==> src/rtl/ai_i2s_rx_frontend.sv <==
// I2S receive front end: brings slave-mode SCK/WS/SD into the system clock
// domain, tracks Philips-I2S frame alignment and hands the downstream
// deserializer a one-cycle clk_en strobe with a registered data bit for
// every data bit of each channel word. Short words raise a sticky error.
module ai_i2s_rx_frontend #(
    parameter int SYNC_STAGES = 2,
    parameter int CNT_WIDTH   = 6
) (
    input  logic                 clk,
    input  logic                 rst,
    input  logic                 rx_en,
    input  logic [5:0]           resolution,
    input  logic                 err_clr,
    input  logic                 sck_in,
    input  logic                 ws_in,
    input  logic                 sd_in,
    output logic                 clk_en,
    output logic                 sd,
    output logic                 ws,
    output logic                 frame_start,
    output logic                 word_done,
    output logic [CNT_WIDTH-1:0] bit_cnt,
    output logic                 frame_err,
    output logic                 locked
);

    localparam logic [1:0] ST_IDLE   = 2'd0;
    localparam logic [1:0] ST_SYNC   = 2'd1;
    localparam logic [1:0] ST_ACTIVE = 2'd2;

    localparam logic [CNT_WIDTH-1:0] CNT_MAX = '1;
    localparam logic [CNT_WIDTH-1:0] CNT_ONE = CNT_WIDTH'(1);
    localparam logic [5:0]           RES_DEFAULT = 6'd16;

    // Synchronizer chains and edge-detect history
    logic [SYNC_STAGES-1:0] sck_sync_q, sck_sync_d;
    logic [SYNC_STAGES-1:0] ws_sync_q, ws_sync_d;
    logic [SYNC_STAGES-1:0] sd_sync_q, sd_sync_d;
    logic                   sck_hist_q, sck_hist_d;
    logic                   ws_hist_q, ws_hist_d;

    // Framing state
    logic [1:0]             state_q, state_d;
    logic [5:0]             eff_res_q, eff_res_d;
    logic [CNT_WIDTH-1:0]   bit_cnt_q, bit_cnt_d;

    // Registered outputs
    logic                   clk_en_q, clk_en_d;
    logic                   sd_q, sd_d;
    logic                   ws_q, ws_d;
    logic                   frame_start_q, frame_start_d;
    logic                   word_done_q, word_done_d;
    logic                   frame_err_q, frame_err_d;
    logic                   locked_q, locked_d;

    // Combinational helpers
    logic                   sck_s, ws_s, sd_s;
    logic                   rise, ws_trans;
    logic [5:0]             res_legal;
    logic [CNT_WIDTH-1:0]   cnt_inc;
    logic [31:0]            cur_ext, inc_ext, eff_ext;

    assign sck_s    = sck_sync_q[SYNC_STAGES-1];
    assign ws_s     = ws_sync_q[SYNC_STAGES-1];
    assign sd_s     = sd_sync_q[SYNC_STAGES-1];
    assign rise     = sck_s & ~sck_hist_q;
    assign ws_trans = rise & (ws_s != ws_hist_q);

    assign res_legal = ((resolution >= 6'd16) && (resolution <= 6'd32)) ? resolution : RES_DEFAULT;
    assign cnt_inc   = (bit_cnt_q == CNT_MAX) ? bit_cnt_q : bit_cnt_q + CNT_ONE;
    assign cur_ext   = 32'(bit_cnt_q);
    assign inc_ext   = 32'(cnt_inc);
    assign eff_ext   = 32'(eff_res_q);

    // Next-state logic: sampling on SCK rises, framing FSM, strobe generation
    always_comb begin
        sck_sync_d    = {sck_sync_q[SYNC_STAGES-2:0], sck_in};
        ws_sync_d     = {ws_sync_q[SYNC_STAGES-2:0], ws_in};
        sd_sync_d     = {sd_sync_q[SYNC_STAGES-2:0], sd_in};
        sck_hist_d    = sck_s;
        ws_hist_d     = ws_hist_q;
        eff_res_d     = eff_res_q;
        state_d       = state_q;
        bit_cnt_d     = bit_cnt_q;
        clk_en_d      = 1'b0;
        frame_start_d = 1'b0;
        word_done_d   = 1'b0;
        sd_d          = sd_q;
        ws_d          = ws_q;
        frame_err_d   = frame_err_q & ~err_clr;

        // WS history and the word length follow the line in every state so
        // that a later lock-on starts from a correct view of the channel.
        if (rise) begin
            ws_hist_d = ws_s;
            if (ws_trans) begin
                eff_res_d = res_legal;
            end
        end

        case (state_q)
            ST_IDLE: begin
                if (rx_en) begin
                    state_d = ST_SYNC;
                end
            end
            ST_SYNC: begin
                bit_cnt_d = '0;
                if (ws_trans && !ws_s) begin
                    state_d = ST_ACTIVE;
                    ws_d    = 1'b0;
                end
            end
            ST_ACTIVE: begin
                if (rise) begin
                    sd_d = sd_s;
                    ws_d = ws_s;
                    if (ws_trans) begin
                        bit_cnt_d = '0;
                        // The word ending here (old eff_res) must be complete.
                        if (cur_ext < eff_ext) begin
                            frame_err_d = 1'b1;
                            state_d     = ST_SYNC;
                        end
                    end else begin
                        bit_cnt_d = cnt_inc;
                        if ((inc_ext >= 32'd1) && (inc_ext <= eff_ext)) begin
                            clk_en_d      = 1'b1;
                            frame_start_d = (inc_ext == 32'd1) && !ws_s;
                            word_done_d   = (inc_ext == eff_ext);
                        end
                    end
                end
            end
            default: begin
                state_d = ST_IDLE;
            end
        endcase

        if (!rx_en) begin
            state_d       = ST_IDLE;
            bit_cnt_d     = '0;
            clk_en_d      = 1'b0;
            frame_start_d = 1'b0;
            word_done_d   = 1'b0;
        end

        locked_d = (state_d == ST_ACTIVE);
    end

    // State and output registers with asynchronous reset
    always_ff @(posedge clk or posedge rst) begin
        if (rst) begin
            sck_sync_q    <= '0;
            ws_sync_q     <= '0;
            sd_sync_q     <= '0;
            sck_hist_q    <= 1'b0;
            ws_hist_q     <= 1'b0;
            state_q       <= ST_IDLE;
            eff_res_q     <= RES_DEFAULT;
            bit_cnt_q     <= '0;
            clk_en_q      <= 1'b0;
            sd_q          <= 1'b0;
            ws_q          <= 1'b0;
            frame_start_q <= 1'b0;
            word_done_q   <= 1'b0;
            frame_err_q   <= 1'b0;
            locked_q      <= 1'b0;
        end else begin
            sck_sync_q    <= sck_sync_d;
            ws_sync_q     <= ws_sync_d;
            sd_sync_q     <= sd_sync_d;
            sck_hist_q    <= sck_hist_d;
            ws_hist_q     <= ws_hist_d;
            state_q       <= state_d;
            eff_res_q     <= eff_res_d;
            bit_cnt_q     <= bit_cnt_d;
            clk_en_q      <= clk_en_d;
            sd_q          <= sd_d;
            ws_q          <= ws_d;
            frame_start_q <= frame_start_d;
            word_done_q   <= word_done_d;
            frame_err_q   <= frame_err_d;
            locked_q      <= locked_d;
        end
    end

    assign clk_en      = clk_en_q;
    assign sd          = sd_q;
    assign ws          = ws_q;
    assign frame_start = frame_start_q;
    assign word_done   = word_done_q;
    assign bit_cnt     = bit_cnt_q;
    assign frame_err   = frame_err_q;
    assign locked      = locked_q;

endmodule

==> config.mk <==
export PLATFORM = sky130hd
export DESIGN_NAME = ai_i2s_rx_frontend
export DESIGN_NICKNAME = d
export VERILOG_FILES = /design/src/rtl/ai_i2s_rx_frontend.sv
export SDC_FILE = /design/constraint.sdc
export NUM_CORES = 1
export LEC_CHECK = 0
export ABC_AREA = 1
export ABC_CLOCK_PERIOD_IN_PS = 2250
export BUFFER_PORTS_ARGS = -buffer_cell sky130_fd_sc_hd__buf_2
export CAP_MARGIN = 10
export CORE_ASPECT_RATIO = 1.2
export CORE_MARGIN = 5
export CORE_UTILIZATION = 37
export DETAILED_ROUTE_END_ITERATION = 8
export HOLD_SLACK_MARGIN = 0.02
export SYNTH_ARGS = -nofsm -noshare
export SYNTH_HDL_FRONTEND = slang
export SYNTH_SLANG_ARGS = --single-unit
==> constraint.sdc <==
create_clock -name clk -period 2.25 [get_ports clk]
set_input_delay 0.225 -clock clk [delete_from_list [all_inputs] [get_ports clk]]
set_output_delay 0.225 -clock clk [all_outputs]
set_load 0.05 [all_outputs]
==> flow_summary.yaml, run 1 <==
floorplanning:
  ios: 26
  rows: 26
  die_x_um: 71.3
  die_h_um: 83.5
  dieArea_um2: 5960
  core_um2: 4330
  initial_utilization_pct: 38.5
synth:
  syn-num-nets: 219
  yosys_register_bits: 29
  ys_top_cells_by_count: "31 x inv_1, 31 x nand2_1, 28 x dfrtp_1"
  synth_warnings: 0
  synth_top_family_by_area: "simple AND/OR/NAND/NOR gates"
  synth-edff-count: 0
  synth.area.top_cells: "dfrtp_1 42%, ha_1 9.0%, inv_1 7.0%"
  ys_seq_area_share_pct: 43.6
  synth_simple_gate_area_share_pct: 26.3
  syn_avg_cell_area_um2: 8.60
  yosys.area.top_type_share_pct: 42.0
  synthMuxAreaShare_pct: 0.675
  ys_types: 32
  syn_inst: 194
  yosys.area.top_type: "dfrtp_1"
  async_flop_share_pct: 100
  synthAdderAreaFrac_pct: 9.00
  synth_compound_area_share_pct: 10.4
  syn_area_um2: 1670
  ys.flop_type: "dfrtp_1"
  synth_xor_area_share_pct: 0.525
sta:
  drv_slew: 0
  slew_headroom_pct: 60.9
  fin_crit_ns: 2.06
  setup_tns_ns: 0
  finalWorstSetupSlack_ns: 0.194
  finalCritPeriodShare_pct: 91.4
  worst_slew_pin_slew_ns: 0.584
  hold_viol: 0
  finalSetupViolCount: 0
  fmax_mhz: 486
  finClkSkew_ns: 0.00687
place:
  portBuffers: 25
  placed_cell_area_um2: 1870
  place_ws_ns: 0.101
  place_congestion: 0.792
  hpwl_um: 2670
power:
  netSwitchingFraction_pct: 24.2
  peakVddDrop_v: 0.000395
  p_seq_share_pct: 44.7
  internal_power_mw: 0.957
  p_switching_mw: 0.306
  share_comb_of_total_power_pct: 11.3
  p_clk_share_pct: 44.0
  power-per-cell-area_nw_per_um2: 626
  leakage_nw: 1.11
detailed_routing:
  wirelength_um: 3460
  viasPerCell: 4.63
  vias: 1329
  drt_pass1_iterations: 4
  wl_per_cell_um: 12.0
  dr.first_iter.drc_count: 47
  route.detailed.drc: 0
  ant_nets: 0
clock_network:
  cts_tree: "done"
  htree_levels: 2
  cts_sinks: 29
  clk_path_buf_depth: 2
  cts_made_buffers: 5
  cts-root-buf: "clkbuf_8"
  clkTransAtPathRegs_ns: 0.06
  worstSkewPairLatency_ns: 0.28
worst_hold_path:
  hp-start: "sck_in"
  hold_end: "sck_sync_q[0]"
  holdPathStages: 1
  hold_path_class: "in2reg"
setup_path:
  r2r_cells: 11
  path_max_fanout: 6
  r2r_setup_slack_ns: 0.19
  r2r-end: "frame_start"
  endpoint_kind: "flop"
  r2r-start: "bit_cnt[1]"
  crit_required_ns: 2.46
  arrival_ns: 2.26
  crit_type: "reg2reg"
  cp-start-kind: "flop"
cells_and_area:
  layout-drive-gt1-share_pct: 32.9
  syn2layout_area_growth_pct: 21.0
  finish.net_count: 255
  design_area_um2: 2020
  num_antenna_cells: 0
global_route:
  antenna_found_initial: 0
  grt_usage_pct: 12.9
  grt_pass1_vias: 1349
  grt_max_degree: 30
  grt_pass1_wl_um: 6020
  overflow: 0
status:
  status: "finished clean"
job:
  maxCapViolations: 0
[cell type report]
| class | instances | area, um^2 |
|---|---|---|
| inverters | 38 | 143 |
| flip-flops and latches | 29 | 731 |
| clock buffers | 7 | 86.3 |
| fillers | 435 | 2310 |
| multi-input cells | 125 | 786 |
| clock inverters | 1 | 30.0 |
| well taps | 56 | 70.1 |
| repair buffers | 31 | 173 |
[placed cells by master (no fill, tap or decap), drive strengths merged, types with 4 or more instances in the layout]
cell,instances
ha,12
o21ai,12
nand2,42
nand4,4
inv,38
nor2,15
o22ai,4
buf,30
dfrtp,28
a21oi,11
nand3,13
clkbuf,7
[power by group through the flow]
stage | Clock [mW] | Sequential, mW | Combinational (mW)
global route | 0.608 | 0.567 | 0.167
detailed placement | 0 | 0.574 | 0.145
CTS | 0.577 | 0.564 | 0.147
global placement | 0 | 0.574 | 0.145
floorplan | 0 | 0.597 | 0.0768
finish | 0.556 | 0.564 | 0.143
[metrics by stage]
step	power (mW)	cells	hold slack, ns	utilization, %
5_1_grt	1.34	287	0.0239	46.6
3_5_place_dp	0.719	275	0.317	43.1
4_1_cts	1.29	284	0.0326	46.0
6_report	1.26	287	0.0447	46.6
2_1_floorplan	0.674	194	0.256	-
3_3_place_gp	0.719	275	0.318	43.1
[how the worst max path moves through the flow]
stage | from | to | slack, ns | depth (start not counted)
5_1_grt | bit_cnt[1] | frame_start | -0.0005 | 11
3_5_place_dp | bit_cnt[1] | frame_start | 0.10 | 11
2_1_floorplan | bit_cnt[2] | frame_start | 0.02 | 12
6_report | bit_cnt[1] | frame_start | 0.19 | 11
3_3_place_gp | bit_cnt[1] | frame_start | 0.16 | 11
4_1_cts | bit_cnt[1] | frame_start | 0.08 | 11
[cell families after synthesis]
logic type               count (synthesis)
AND/OR/NAND/NOR                         81
buffers and inverters                   40
AO/OA/AOI/OAI                           30
flip-flops                              29
adder cells (fa/ha/maj)                 12
XOR/XNOR                                 1
multiplexers                             1
[critical path, cell delays in order (launching register included)]
cell and delay, ns:
dfrtp_2 0.45, ha_2 0.22, nand3_2 0.10, nand2_1 0.07, o21ai_2 0.16, inv_1 0.06, ha_1 0.30, and3_1 0.17
nand3_2 0.08, nor2_1 0.12, nand3_2 0.11, a21oi_2 0.14
[per-layer routing]
layer	share of wire, %	wire (um)	GRT usage [%]
met2	49	1710	22.1
met4	2.3	80	5.13
met1	44	1510	14.8
met5	0	0	0
met3	4.6	160	3.98
[registers in the layout, indices dropped and copies added (netlist names)]
signal and cells:
bit_cnt 6, eff_res_q 6, sck_sync_q 2, sd_sync_q 2, state_q 2, ws_sync_q 2, clk_en 1, frame_err 1
frame_start 1, locked 1, sck_hist_q 1, sd 1, word_done 1, ws 1, ws_hist_q 1
[repair_timing]
item,CTS,global route
endpoints found under the setup margin,0,3
hold endpoints to repair,28,0
gates resized for setup,0,2
hold buffers,1,0
buffers inserted,0,3
Note: power is estimated with default switching activity, not from simulation.
==> run 2, diff against run 1 <==
- PLACE_DENSITY: unset -> 0.65
==> run 2 against run 1 <==
  * Sequential power about the same
  * Cell area down 2.1%
  * Utilization down 0.98 points
  * Combinational power about the same
  * Worst hold slack better by 0.016 ns
  * Sequential share of layout area up 0.78 points
==> flow_summary.yaml, run 2 (synthesis results as in run 1) <==
power:
  peakVddDrop_v: 0.000498
  leakage_nw: 1.08
  power-per-cell-area_nw_per_um2: 571
detailed_routing:
  route.detailed.drc: 0
  viasPerCell: 4.71
  vias: 1339
  wirelength_um: 3440
  ant_nets: 0
  dr.first_iter.drc_count: 42
  drt_pass1_iterations: 4
  wl_per_cell_um: 12.1
clock_network:
  cts_made_buffers: 5
  cts-root-buf: "clkbuf_8"
  htree_levels: 2
  cts_sinks: 29
  cts_tree: "done"
  clkTransAtPathRegs_ns: 0.06
  clk_path_buf_depth: 2
  worstSkewPairLatency_ns: 0.27
global_route:
  overflow: 0
  grt_max_degree: 17
  grt_pass1_wl_um: 6250
  grt_pass1_vias: 1444
  grt_usage_pct: 13.2
  antenna_found_initial: 0
floorplanning:
  ios: 26
  dieArea_um2: 5960
  die_x_um: 71.3
  rows: 26
  initial_utilization_pct: 38.5
  die_h_um: 83.5
  core_um2: 4330
setup_path:
  r2r_cells: 13
  critPathSlowestCell: "dfrtp_2"
  worst-path-buf-inv: 1
  crit_required_ns: 2.45
  worst_path_most_repeated_cell: "nand2_2"
  r2r-start: "bit_cnt[1]"
  cp-startpoint: "bit_cnt[1]"
  crit_end: "frame_start"
  endpoint_kind: "flop"
  max_stage_delay_ns: 0.41
  path_max_fanout: 6
  cp.depth: 13
  crit_family: "simple AND/OR/NAND/NOR gates"
  cp-start-kind: "flop"
  crit_type: "reg2reg"
  arrival_ns: 2.23
  r2r_setup_slack_ns: 0.21
  path_cells: "ha_2 -> nand2_2 -> nor2_4 -> nand2_4 -> nand2_1 -> and2_4 -> inv_1 -> ha_1 -> a21oi_1 -> nor2_1 -> nor2_2 -> nand2_2 -> a21oi_2"
  r2r-end: "frame_start"
job:
  maxCapViolations: 0
place:
  place_congestion: 0.836
  placed_cells: 275
  hpwl_um: 2730
  place_ws_ns: 0.109
  portBuffers: 25
cells_and_area:
  num_antenna_cells: 0
  finish.net_count: 253
  seq_area_um2: 731
  n_fill_cell: 425
  post-route-util_pct: 45.7
  layout-drive-gt1-share_pct: 32.5
  mostFrequentLayoutCells: "31 x inv_1, 31 x nand2_1, 25 x dfrtp_1, 25 x buf_2, 11 x ha_1"
  syn2layout_area_growth_pct: 18.5
  multi_input_area_um2: 788
  final_cells: 284
status:
  status: "finished clean"
sta:
  fmax_mhz: 491
  fin_crit_ns: 2.04
  slew_headroom_pct: 63.2
  setup_tns_ns: 0
  hold_viol: 0
  drv_slew: 0
  rsz0062_at_grt: "no"
  finClkSkew_ns: 0.00469
  finalCritPeriodShare_pct: 90.5
  finalWorstSetupSlack_ns: 0.213
  worst_slew_pin_slew_ns: 0.551
  finalSetupViolCount: 0
worst_hold_path:
  hold_path_class: "in2reg"
[run 2: changes by cell type in the layout (fill, tap and decap cells not counted)]
cell / delta
buf_4: -2
bufinv_16: -1
nor2_1: -1
nor2_2: +1
[run 2: worst min path at each step]
stage	start	end	slack, ns	cells after the start
detailed placement	rst	word_done	0.32	2
CTS	sck_in	sck_sync_q[0]	0.04	1
global placement	rst	word_done	0.33	2
global route	sd_in	sd_sync_q[0]	0.04	1
floorplan	sck_in	sck_sync_q[0]	0.26	0
finish	sck_in	sck_sync_q[0]	0.06	1
[run 2: final cells by class]
type	count	area share, %
well taps	56	3.55
inverters	38	7.22
multi-input cells	125	39.9
clock buffers	7	4.37
repair buffers	29	7.98
flip-flops and latches	29	37.0
[run 2: per-layer routing]
metal	up-vias	routed length (um)	track usage, %
met5	-	0	0
met4	0	95	6.67
li1	693	-	-
met1	618	1520	15.6
met3	6	141	3.86
met2	22	1690	21.5
[run 2: repair_timing]
item                                    4_1_cts  5_1_grt
setup buffers                                 0        1
endpoints found under the setup margin        0        3
gates resized for setup                       0        3
hold buffers                                  1        0
hold endpoints to repair                      6        0
[run 2: metrics by stage]
| step | hold WS (ns) | area (um^2) | power, mW |
|---|---|---|---|
| finish | 0.0603 | 1980 | 1.13 |
| global route | 0.0424 | 1980 | 1.21 |
| detailed placement | 0.318 | 1870 | 0.720 |
| CTS | 0.0431 | 1960 | 1.16 |
| global placement | 0.328 | 1870 | 0.718 |
| floorplan | 0.256 | 1670 | 0.674 |
[run 2: where the power goes]
part | leakage [nW] | switching (mW) | total, mW | internal [mW]
clock | 0.0443 | 0.177 | 0.419 | 0.242
sequential | 0.372 | 0.0126 | 0.564 | 0.552
combinational | 0.666 | 0.0995 | 0.145 | 0.0455
==> run 3, diff against run 2 <==
- ABC_AREA: 1 -> 0
- GPL_TIMING_DRIVEN: unset -> 0
==> run 3 against run 2 <==
  * Worst setup slack worse by 0.36 ns
  * Critical path type unchanged
  * Via count is 3.3% lower
  * Maximum frequency shrank 15%
  * Worst hold slack worse by 0.018 ns
  * First-iteration DRC count up 40%
  * Sequential power decreased by 1%
  * Area after synthesis down 8.3%
  * Routed wire length up 3.6%
  * Clock skew up 0.0015 ns
  * Combinational power about the same
  * Clock power rose by 34%
  * The run now ends with setup timing left
  * Global-route usage increased by 1.9 points
==> flow_summary.yaml, run 3 <==
clock_network:
  clkTransAtPathRegs_ns: 0.07
  htree_levels: 2
  worstSkewPairLatency_ns: 0.28
  cts_sinks: 29
  clk_path_buf_depth: 2
  cts_made_buffers: 5
  cts_tree: "done"
  cts-root-buf: "clkbuf_8"
setup_path:
  path_cells: "buf_8 -> and3_4 -> and3_4 -> nor2b_4 -> a21oi_2 -> ha_1 -> and3_4 -> o21ai_2 -> o211a_1 -> a311oi_4 -> a2111oi_4"
  crit_family: "compound AO/OA/AOI/OAI gates"
  r2r_setup_slack_ns: -0.15
  cp-startpoint: "bit_cnt[0]"
  endpoint_kind: "flop"
  worst-path-buf-inv: 1
  path_max_fanout: 4
  r2r-start: "bit_cnt[0]"
  cp.depth: 11
  r2r_cells: 11
  max_stage_delay_ns: 0.41
  crit_type: "reg2reg"
  crit_end: "frame_start"
  worst_path_most_repeated_cell: "and3_4"
  r2r-end: "frame_start"
  crit_required_ns: 2.39
  critPathSlowestCell: "dfrtp_2"
  cp-start-kind: "flop"
  arrival_ns: 2.54
detailed_routing:
  vias: 1295
  viasPerCell: 5.24
  route.detailed.drc: 0
  ant_nets: 0
  dr.first_iter.drc_count: 59
  drt_pass1_iterations: 4
  wirelength_um: 3570
  wl_per_cell_um: 14.4
power:
  netSwitchingFraction_pct: 23.4
  leakage_nw: 0.968
  share_comb_of_total_power_pct: 11.7
  internal_power_mw: 0.970
  p_seq_share_pct: 44.1
  peakVddDrop_v: 0.000553
  p_clk_share_pct: 44.3
  p_switching_mw: 0.297
  power-per-cell-area_nw_per_um2: 611
job:
  maxCapViolations: 0
place:
  placed_cells: 229
  portBuffers: 25
  place_ws_ns: -0.235
  place_congestion: 0.941
  hpwl_um: 2530
synth:
  yosys_register_bits: 29
  yosysMostFrequentCell: "dfrtp_1"
  synth-edff-count: 0
  yosys.area.top_type_share_pct: 45.8
  ys_seq_area_share_pct: 47.5
  ys.flop_type: "dfrtp_1"
  ys_types: 37
  yosys.area.top_type: "dfrtp_1"
  synth_warnings: 0
  syn_inst: 150
  async_flop_share_pct: 100
  synth.area.top_cells: "dfrtp_1 46%, ha_1 9.8%, o21ai_0 3.3%"
  syn_area_um2: 1530
  ys_top_cells_by_count: "28 x dfrtp_1, 12 x ha_1, 12 x inv_1, 12 x nand2_1"
  syn_avg_cell_area_um2: 10.2
  syn-num-nets: 175
sta:
  finalWorstSetupSlack_ns: -0.146
  fin_crit_ns: 2.40
  finalSetupViolCount: 2
  finClkSkew_ns: 0.00624
  fmax_mhz: 417
  slew_headroom_pct: 60.7
  finalCritPeriodShare_pct: 107
  hold_viol: 0
  worst_slew_pin_slew_ns: 0.588
  drv_slew: 0
  rsz0062_at_grt: "yes"
  whs_ns: 0.0427
cells_and_area:
  final_cells: 247
  layout_commonest_cell: "buf_2"
  num_antenna_cells: 0
  n_fill_cell: 370
  finish.net_count: 217
  mostFrequentLayoutCells: "25 x buf_2, 24 x dfrtp_1, 12 x inv_1"
  layout-drive-gt1-share_pct: 36.3
  syn2layout_area_growth_pct: 35.5
global_route:
  grt_pass1_wl_um: 6220
  grt_usage_pct: 15.1
  grt_pass1_vias: 1382
  overflow: 0
  grt_max_degree: 30
  antenna_found_initial: 0
floorplanning:
  core_um2: 3970
  ios: 26
  rows: 25
  die_x_um: 68.7
  initial_utilization_pct: 38.5
  dieArea_um2: 5530
  die_h_um: 80.4
worst_hold_path:
  holdPathStages: 1
  hold_path_class: "in2reg"
status:
  failed_checks: "setup timing"
  status: "complete, but fails checks"
==> run 3: cell count changes after synthesis, sizes merged, moves of 5 or more <==
cell / change
nand3: -6
nand2: -30
inv: -26
nor2: -5
nand2b: +6
==> run 3: worst min-delay path by stage <==
stage / startpoint / to
floorplan: sck_in / sck_sync_q[0]
global placement: ws_sync_q[0] / ws_sync_q[1]
detailed placement: ws_in / ws_sync_q[0]
CTS: sck_in / sck_sync_q[0]
global route: sck_in / sck_sync_q[0]
finish: sck_in / sck_sync_q[0]
==> run 3: power by group through the flow <==
stage	sequential [mW]	combinational (mW)	clock, mW
5_1_grt	0.561	0.165	0.599
4_1_cts	0.558	0.136	0.569
2_1_floorplan	0.569	0.0835	0
3_5_place_dp	0.568	0.125	0
3_3_place_gp	0.566	0.119	0
6_report	0.558	0.148	0.561
==> run 3: layout make-up <==
class	instances	area (um^2)	area share (%)
clock inverters	2	37.5	1.81
inverters	12	45.0	2.17
plain buffers	1	15.0	0.724
multi-input cells	108	871	42.0
repair buffers	35	223	10.7
flip-flops and latches	29	732	35.3
well taps	54	67.6	3.26
clock buffers	6	82.6	3.98
==> run 3: through the flow <==
step           TNS (ns)  power (mW)  instance area, um^2  util (%)
6_report         -0.247        1.27                 2070      52.2
5_1_grt          -0.442        1.33                 2070      52.2
4_1_cts          -0.286        1.26                 2010      50.5
3_5_place_dp     -0.431       0.692                 1770      44.5
3_3_place_gp     -0.292       0.686                 1770      44.5
2_1_floorplan    -0.314       0.653                 1580         -
==> run 3: what timing repair did <==
item	4_1_cts	5_1_grt
hold buffers	0	1
gates resized for setup	13	4
buffers inserted	7	1
pin swaps	7	8
setup endpoints to repair	2	2
endpoints found under the hold margin	0	4
==> run 3: per-layer routing <==
metal | routed length, um | global-route usage (%)
met1 | 1430 | 16.5
met2 | 1840 | 25.5
met3 | 210 | 4.48
met4 | 93 | 8.38
met5 | 0 | 0
==> run 3: logic make-up after synthesis <==
| logic type | synth area share, % |
|---|---|
| simple gates | 17.7 |
| compound gates | 17.2 |
| flops | 47.5 |
| buf+inv | 3.19 |
| fa+ha+maj | 9.81 |
| xor+xnor | 2.29 |
| mux | 2.29 |
